## src/rtl/vfifo_pkg.sv

```systemverilog
// Shared constants and helpers for the vfifo controller family.
// Pointer width is always one bit wider than the RAM address.
package vfifo_pkg;

  localparam int DEFAULT_ADDR_WIDTH = 4;
  localparam int DEFAULT_PTR_WIDTH  = DEFAULT_ADDR_WIDTH + 1;

  // Registered status flags, grouped so they move together.
  typedef struct packed {
    logic full;
    logic empty;
    logic afull;
    logic aempty;
  } status_t;

  function automatic int ptr_width(input int addr_width);
    return addr_width + 1;
  endfunction

endpackage

```

## src/rtl/vfifo_ptr_cnt.sv

```systemverilog
// Enabled wrapping pointer counter with synchronous active-high reset.
// It wraps modulo 2^WIDTH.
module vfifo_ptr_cnt
  import vfifo_pkg::*;
#(
  parameter int WIDTH = DEFAULT_PTR_WIDTH
) (
  input  logic             clk,
  input  logic             rst,
  input  logic             en,
  output logic [WIDTH-1:0] cnt
);

  always_ff @(posedge clk) begin
    if (rst) begin
      cnt <= '0;
    end else if (en) begin
      cnt <= cnt + WIDTH'(1);
    end
  end

endmodule

```

## src/rtl/vfifo_sync_ctrl.sv

```systemverilog
// Synchronous FIFO controller driving an external dual-port RAM with registered read.
// Optional macro VFIFO_LEVEL_EN adds a registered fill counter and the level port.
module vfifo_sync_ctrl
  import vfifo_pkg::*;
#(
  parameter int ADDR_WIDTH = DEFAULT_ADDR_WIDTH,
  parameter int AFULL_LVL  = 2**ADDR_WIDTH - 2,
  parameter int AEMPTY_LVL = 2
) (
  input  logic                  clk,
  input  logic                  rst,
  input  logic                  push,
  input  logic                  pop,
  output logic                  we_a,
  output logic [ADDR_WIDTH-1:0] adr_a,
  output logic [ADDR_WIDTH-1:0] adr_b,
  output logic                  rd_valid,
  output logic                  full,
  output logic                  empty,
  output logic                  afull,
  output logic                  aempty,
  output logic                  ovf,
  output logic                  udf
`ifdef VFIFO_LEVEL_EN
  ,
  output logic [ADDR_WIDTH:0]   level
`endif
);

  localparam int PTR_W = ptr_width(ADDR_WIDTH);
  localparam logic [PTR_W-1:0] DEPTH      = PTR_W'(2**ADDR_WIDTH);
  localparam logic [PTR_W-1:0] AFULL_THR  = PTR_W'(AFULL_LVL);
  localparam logic [PTR_W-1:0] AEMPTY_THR = PTR_W'(AEMPTY_LVL);

  logic             push_ok;
  logic             pop_ok;
  logic [1:0]       ptr_en;
  logic [PTR_W-1:0] ptrs [2];
  logic [PTR_W-1:0] wr_ptr;
  logic [PTR_W-1:0] rd_ptr;
  logic [PTR_W-1:0] fill_next;
  status_t          status_next;

  // A full FIFO still accepts a pop and an empty one still accepts a push.
  assign push_ok = push & ~full;
  assign pop_ok  = pop & ~empty;
  assign ptr_en  = {pop_ok, push_ok};

  genvar gi;
  generate
    for (gi = 0; gi < 2; gi++) begin : g_ptr
      vfifo_ptr_cnt #(
        .WIDTH(PTR_W)
      ) u_ptr_cnt (
        .clk(clk),
        .rst(rst),
        .en (ptr_en[gi]),
        .cnt(ptrs[gi])
      );
    end
  endgenerate

  assign wr_ptr = ptrs[0];
  assign rd_ptr = ptrs[1];
  assign we_a   = push_ok;
  assign adr_a  = wr_ptr[ADDR_WIDTH-1:0];
  assign adr_b  = rd_ptr[ADDR_WIDTH-1:0];

`ifdef VFIFO_LEVEL_EN
  logic [PTR_W-1:0] level_reg;

  always_comb begin
    fill_next = level_reg;
    case ({push_ok, pop_ok})
      2'b10:   fill_next = level_reg + PTR_W'(1);
      2'b01:   fill_next = level_reg - PTR_W'(1);
      default: fill_next = level_reg;
    endcase
  end

  always_ff @(posedge clk) begin
    if (rst) begin
      level_reg <= '0;
    end else begin
      level_reg <= fill_next;
    end
  end

  assign level = level_reg;
`else
  // Modulo pointer difference of the post-edge pointers is the next fill level.
  assign fill_next = (wr_ptr + {{ADDR_WIDTH{1'b0}}, push_ok})
                   - (rd_ptr + {{ADDR_WIDTH{1'b0}}, pop_ok});
`endif

  always_comb begin
    status_next.full   = (fill_next == DEPTH);
    status_next.empty  = (fill_next == '0);
    status_next.afull  = (fill_next >= AFULL_THR);
    status_next.aempty = (fill_next <= AEMPTY_THR);
  end

  always_ff @(posedge clk) begin
    if (rst) begin
      full     <= 1'b0;
      empty    <= 1'b1;
      afull    <= 1'b0;
      aempty   <= 1'b1;
      rd_valid <= 1'b0;
      ovf      <= 1'b0;
      udf      <= 1'b0;
    end else begin
      full     <= status_next.full;
      empty    <= status_next.empty;
      afull    <= status_next.afull;
      aempty   <= status_next.aempty;
      rd_valid <= pop_ok;
      if (push && full) begin
        ovf <= 1'b1;
      end
      if (pop && empty) begin
        udf <= 1'b1;
      end
    end
  end

endmodule

```

## config.mk

```make
export PLATFORM = sky130hd
export DESIGN_NAME = vfifo_sync_ctrl
export DESIGN_NICKNAME = d
export VERILOG_FILES = /design/src/rtl/vfifo_pkg.sv /design/src/rtl/vfifo_ptr_cnt.sv /design/src/rtl/vfifo_sync_ctrl.sv
export SDC_FILE = /design/constraint.sdc
export NUM_CORES = 1
export LEC_CHECK = 0
export CAP_MARGIN = 20
export CORE_MARGIN = 3
export CORE_UTILIZATION = 45
export DETAILED_ROUTE_END_ITERATION = 6
export GPL_TIMING_DRIVEN = 0
export PLACE_DENSITY = 0.81
export RECOVER_POWER = 50
export SLEW_MARGIN = 20
export SYNTH_ARGS = -nofsm -noshare
export SYNTH_HDL_FRONTEND = slang
export SYNTH_SLANG_ARGS = --single-unit
```

## constraint.sdc

```tcl
create_clock -name clk -period 4.01 [get_ports clk]
set_input_delay 0.6015 -clock clk [delete_from_list [all_inputs] [get_ports clk]]
set_output_delay 0.6015 -clock clk [all_outputs]
set_load 0.01 [all_outputs]
```

# ---- Word level (Yosys, flattened, before mapping)
# Index checks and enable logic that the tools add are counted.
dict set report word_totals {
  ff_bits 17
  input_bits 4
  elab_cells 24
}
dict set report classes {
  n_addsub 5
  n_lt_le_gt_ge 2
  n_eq_ne 1
  n_bitwise 4
  reduce_logical 3
}
# cell count
set op_table {}
lappend op_table {{5-bit by 1-bit adder with 5-bit output} 2}
lappend op_table {{5-bit by 1-bit adder with 5-bit output, second input constant} 2}
lappend op_table {{5-bit == test, second input constant} 1}
lappend op_table {{5-bit by 4-bit greater-or-equal comparator with 1-bit output, second input constant} 1}
lappend op_table {{5-bit by 2-bit <= comparator with 1-bit output, second input constant} 1}
lappend op_table {{5-bit logical NOT} 1}
lappend op_table {{5-bit subtractor} 1}
lappend op_table {{1-bit AND} 2}
lappend op_table {{1-bit logical AND} 2}
lappend op_table {{1-bit inverter} 2}

# ---- Depth between registers and ports, before layout
dict set report depth {
  word_depth 5
  mapped_depth 10
  depth_no_buf 10
}

# ---- Hierarchy
# From an unflattened synthesis, not the netlist that was laid out.
dict set report unflattened {
  hier_cells 93
  area_unflattened_um2 960.9
}
# module instances cells_per_inst area_each_um2 seq_area_each_um2
set modules_own_cells {}
lappend modules_own_cells {vfifo_ptr_cnt 2 22 247.7 100.1}
lappend modules_own_cells {vfifo_sync_ctrl 1 49 465.4 140.1}

# ---- Least setup slack after synthesis
# OpenSTA, ideal clock, no wires.
dict set report synth_timing {
  path_kind {input port to flip-flop}
  startpoint {input port pop}
  endpoint {register afull}
  arrival_time_ns 3.170
  required_time_ns 3.940
  setup_slack_ns 0.770
  cell_stages 10
  cell_sequence {nor2b_1 > inv_1 > fa_1 > fa_1 > ha_1 > inv_1 > fa_1 > xor2_1 > or3b_2 > a21oi_1}
}
dict set report synth_between {
  elab_chain_len 4
}
# element line_no
set synth_rtl {}
lappend synth_rtl {{start, declared} vfifo_sync_ctrl.sv:13} ;# input logic pop,
lappend synth_rtl {{1-bit AND} vfifo_sync_ctrl.sv:46} ;# assign pop_ok = pop & ~empty;
lappend synth_rtl {{5-bit by 1-bit adder with 5-bit output} vfifo_sync_ctrl.sv:93} ;# - (rd_ptr + {{ADDR_WIDTH{1'b0}}, pop_ok});
lappend synth_rtl {{5-bit subtractor} vfifo_sync_ctrl.sv:93}
lappend synth_rtl {{5-bit by 4-bit greater-or-equal comparator with 1-bit output} vfifo_sync_ctrl.sv:99} ;# status_next.afull = (fill_next >= AFULL_THR);
lappend synth_rtl {{end signal, assigned} vfifo_sync_ctrl.sv:115} ;# afull <= status_next.afull;
lappend synth_rtl {{end, declared} vfifo_sync_ctrl.sv:20} ;# output logic afull,
# No other way between the ends.
# A chain may end at the register's enable or synchronous reset.

# ---- Worst setup path in the final report
# Same ends and word-level chain as after synthesis.

==> run summary <==
======================================================================================
Storage cell area                                                              340 µm²
Area after detailed placement                                                 1130 µm²
I/O pin count                                                                       20
Crit Path Category                                                              in2reg
Number of filler instances in the final layout                                     184
Mapped Nets                                                                        116
Clock tree from TritonCTS                                                        built
Slew at the pin closest to its max-slew limit                                 0.464 ns
Worst-path fanout max                                                                6
Post-route clock period utilization                                              91.5%
Cell Rows                                                                           15
Count of inserted antenna diode cells                                                0
Arrival time worst endpoint                                                    3.90 ns
Number of vias after detailed routing                                              699
Placed cell count                                                                  143
Placer's final routability congestion estimate                                   0.790
Top post-synthesis cells by area                                          sky130_fd_sc_hd__dfxtp_1 (37%), sky130_fd_sc_hd__ha_1 (12%), sky130_fd_sc_hd__fa_1 (6.5%)
Clock slew at the register clock pins of the worst setup and hold paths        0.10 ns
Most used cells in the layout excluding fill and tap cells                sky130_fd_sc_hd__dfxtp_1 (17), sky130_fd_sc_hd__clkdlybuf4s50_1 (13), sky130_fd_sc_hd__nor2_1 (12), sky130_fd_sc_hd__inv_1 (10), sky130_fd_sc_hd__ha_1 (9)
GR Overflow Total                                                                    0
DR pass1 iterations                                                                  4
Worst slew margin relative to its limit                                          69.0%
Detail Placement HPWL                                                          1300 µm
Routed length per placed instance                                              11.5 µm
Final wirelength                                                               1690 µm
Area of the die                                                               2630 µm²
Proportion of layout cells with a drive suffix above 1                           9.84%
Most common cell after layout, fill and taps aside                        sky130_fd_sc_hd__dfxtp_1
Cell at the root of the clock tree                                        sky130_fd_sc_hd__clkbuf_4
Min-Delay Path Class                                                           reg2reg
Final-report hold violation count                                                    0
Number of register bits inferred by synthesis                                       17
Post-synthesis cell type with the largest combined area                   sky130_fd_sc_hd__dfxtp_1
Worst setup slack before clock tree synthesis                                 0.121 ns
Critical Path Sink Type                                                           flop
Die Width                                                                      51.3 µm
Fraction of the yosys area taken by sequential cells                             36.9%
Launching element type of the critical path                                  input pin
Post-Synthesis Cell Area                                                       923 µm²
Yosys synthesis warning count                                                        0
Count of distinct cell types in the synthesized netlist                             20
Outcome                                                                      completed
Antenna violations before repair                                                     0
Routed Antenna Nets                                                                  0
Post-Layout Inst Area                                                         1160 µm²
Area occupied by multi-input gates                                             473 µm²
Final Setup Violations                                                               0
Setup slack of the critical path after layout                                 0.341 ns
CTS max path bufs                                                                    2
Clock sink total                                                                    17
Mapped Avg Cell Area                                                          9.23 µm²
Peak Freq                                                                    0.273 GHz
Worst skew pair latency                                                        0.30 ns
# DRC                                                                                0
TritonCTS buffer count                                                               3
Power per cell area                                                         395 nW/µm²
Required time of the worst setup path                                          4.24 ns
Drt first-iter violations                                                            5
Vias in the first global route                                                     726
# H-tree levels                                                                      1
Final layout net count                                                             139
Max-cap viol count                                                                   0
Final Total Pwr                                                               0.458 mW
Placeable core area                                                           1840 µm²
WHS                                                                           0.481 ns
Share of the synthesized area in the top cell type                               36.9%
FF-to-FF setup slack                                                           0.88 ns
Utilization of the core after routing                                            63.1%
Setup Total Neg Slack                                                             0 ns
Post-Route Skew                                                             0.00712 ns
Wire length of the first global-routing pass                                   2990 µm
Number of post-CTS setup repair buffers                                              0
Detail-routed via count per cell                                                  4.76
IO Port Bufs                                                                        18
Pin count of the biggest net entering global routing                                11
Initial core utilization                                                         50.2%
Area grow syn2layout                                                             25.6%
Worst vdd rail ir drop                                                          247 µV
Unrepaired setup endpoints after global routing                                     no
Minimum clock period                                                           3.67 ns
Leakage Power                                                                 0.503 nW
Die H                                                                          51.3 µm
Post-cts resize count                                                                0
Post-Syn Instances                                                                 100
Number of buffers inserted for hold repair after clock tree synthesis                0
Final number of max-transition violations                                            0
Finished Layout Cells                                                              147
Total global-route track usage                                                   15.6%
======================================================================================
-- metal layers --
layer  part of all wire [%]  vias to the layer above  global-route usage (%)
li1                       -                      362                       -
met5                      0                        -                       0
met2                     47                       15                    26.0
met4                    3.4                        0                    10.5
met3                    4.0                        5                    3.50
met1                     45                      317                    17.6
-- cell usage after synthesis --
cell and instances:
sky130_fd_sc_hd__dfxtp_1 17, sky130_fd_sc_hd__nor2_1 12, sky130_fd_sc_hd__inv_1 10, sky130_fd_sc_hd__ha_1 9
sky130_fd_sc_hd__buf_4 8, sky130_fd_sc_hd__nand2_1 7, sky130_fd_sc_hd__a21oi_1 6, sky130_fd_sc_hd__xnor2_1 6
sky130_fd_sc_hd__xor2_1 6, sky130_fd_sc_hd__nand4_1 4, sky130_fd_sc_hd__fa_1 3, sky130_fd_sc_hd__a41o_1 2
sky130_fd_sc_hd__clkbuf_1 2, sky130_fd_sc_hd__nor2b_1 2, sky130_fd_sc_hd__a21o_1 1, sky130_fd_sc_hd__buf_2 1
sky130_fd_sc_hd__mux2i_1 1, sky130_fd_sc_hd__nand3_1 1, sky130_fd_sc_hd__nor3_1 1, sky130_fd_sc_hd__or3b_2 1
-- power by group --
group | switching [mW] | leakage, nW | internal [mW]
clock network | 0.0536 | 0.0150 | 0.0388
registers | 0.0134 | 0.139 | 0.188
logic | 0.0789 | 0.350 | 0.0848
-- area by class of cell --
type,instances,area share (%)
buffer,11,6.15
clock buffer,4,2.27
inverter,10,3.24
multi-input combinational,62,40.8
sequential,17,29.3
tap,25,2.70
timing repair buffer,18,15.5
-- cell families (layout without fill, tap and decap cells) --
group / count (synthesis) / after routing / synth area share [%]
adder cells (fa/ha/maj): 12 / 12 / 18.7
AO/OA/AOI/OAI: 9 / 9 / 6.23
AND/OR/NAND/NOR: 28 / 28 / 13.8
XOR/XNOR: 12 / 12 / 11.4
multiplexers: 1 / 1 / 1.08
buffers and inverters: 21 / 43 / 11.9
flip-flops: 17 / 17 / 36.9
-- worst max-delay path, stage by stage --
cell                            delay, ns
sky130_fd_sc_hd__dlygate4sd3_1       0.53
sky130_fd_sc_hd__nor2b_1             0.33
sky130_fd_sc_hd__inv_1               0.16
sky130_fd_sc_hd__fa_1                0.41
sky130_fd_sc_hd__fa_1                0.50
sky130_fd_sc_hd__ha_1                0.16
sky130_fd_sc_hd__inv_1               0.05
sky130_fd_sc_hd__fa_1                0.37
sky130_fd_sc_hd__xor2_1              0.19
sky130_fd_sc_hd__or3b_2              0.45
sky130_fd_sc_hd__a21oi_1             0.14
-- worst paths after layout --
kind / startpoint / endpoint / cells past startpoint
setup / recovery: pop / afull$_SDFF_PP0_ / 11
hold / removal: udf$_SDFFE_PP0P_ / udf$_SDFFE_PP0P_ / 2
hold reg to reg: udf$_SDFFE_PP0P_ / udf$_SDFFE_PP0P_ / 2
setup reg to reg: empty$_SDFF_PP1_ / afull$_SDFF_PP0_ / 10
-- registers in the layout, indices dropped and copies added, names as in the netlist --
name / count
empty: 1
rd_valid: 1
ovf: 1
g_ptr.u_ptr_cnt.cnt: 10
aempty: 1
full: 1
udf: 1
afull: 1
Power figures use the tool's default switching activity.
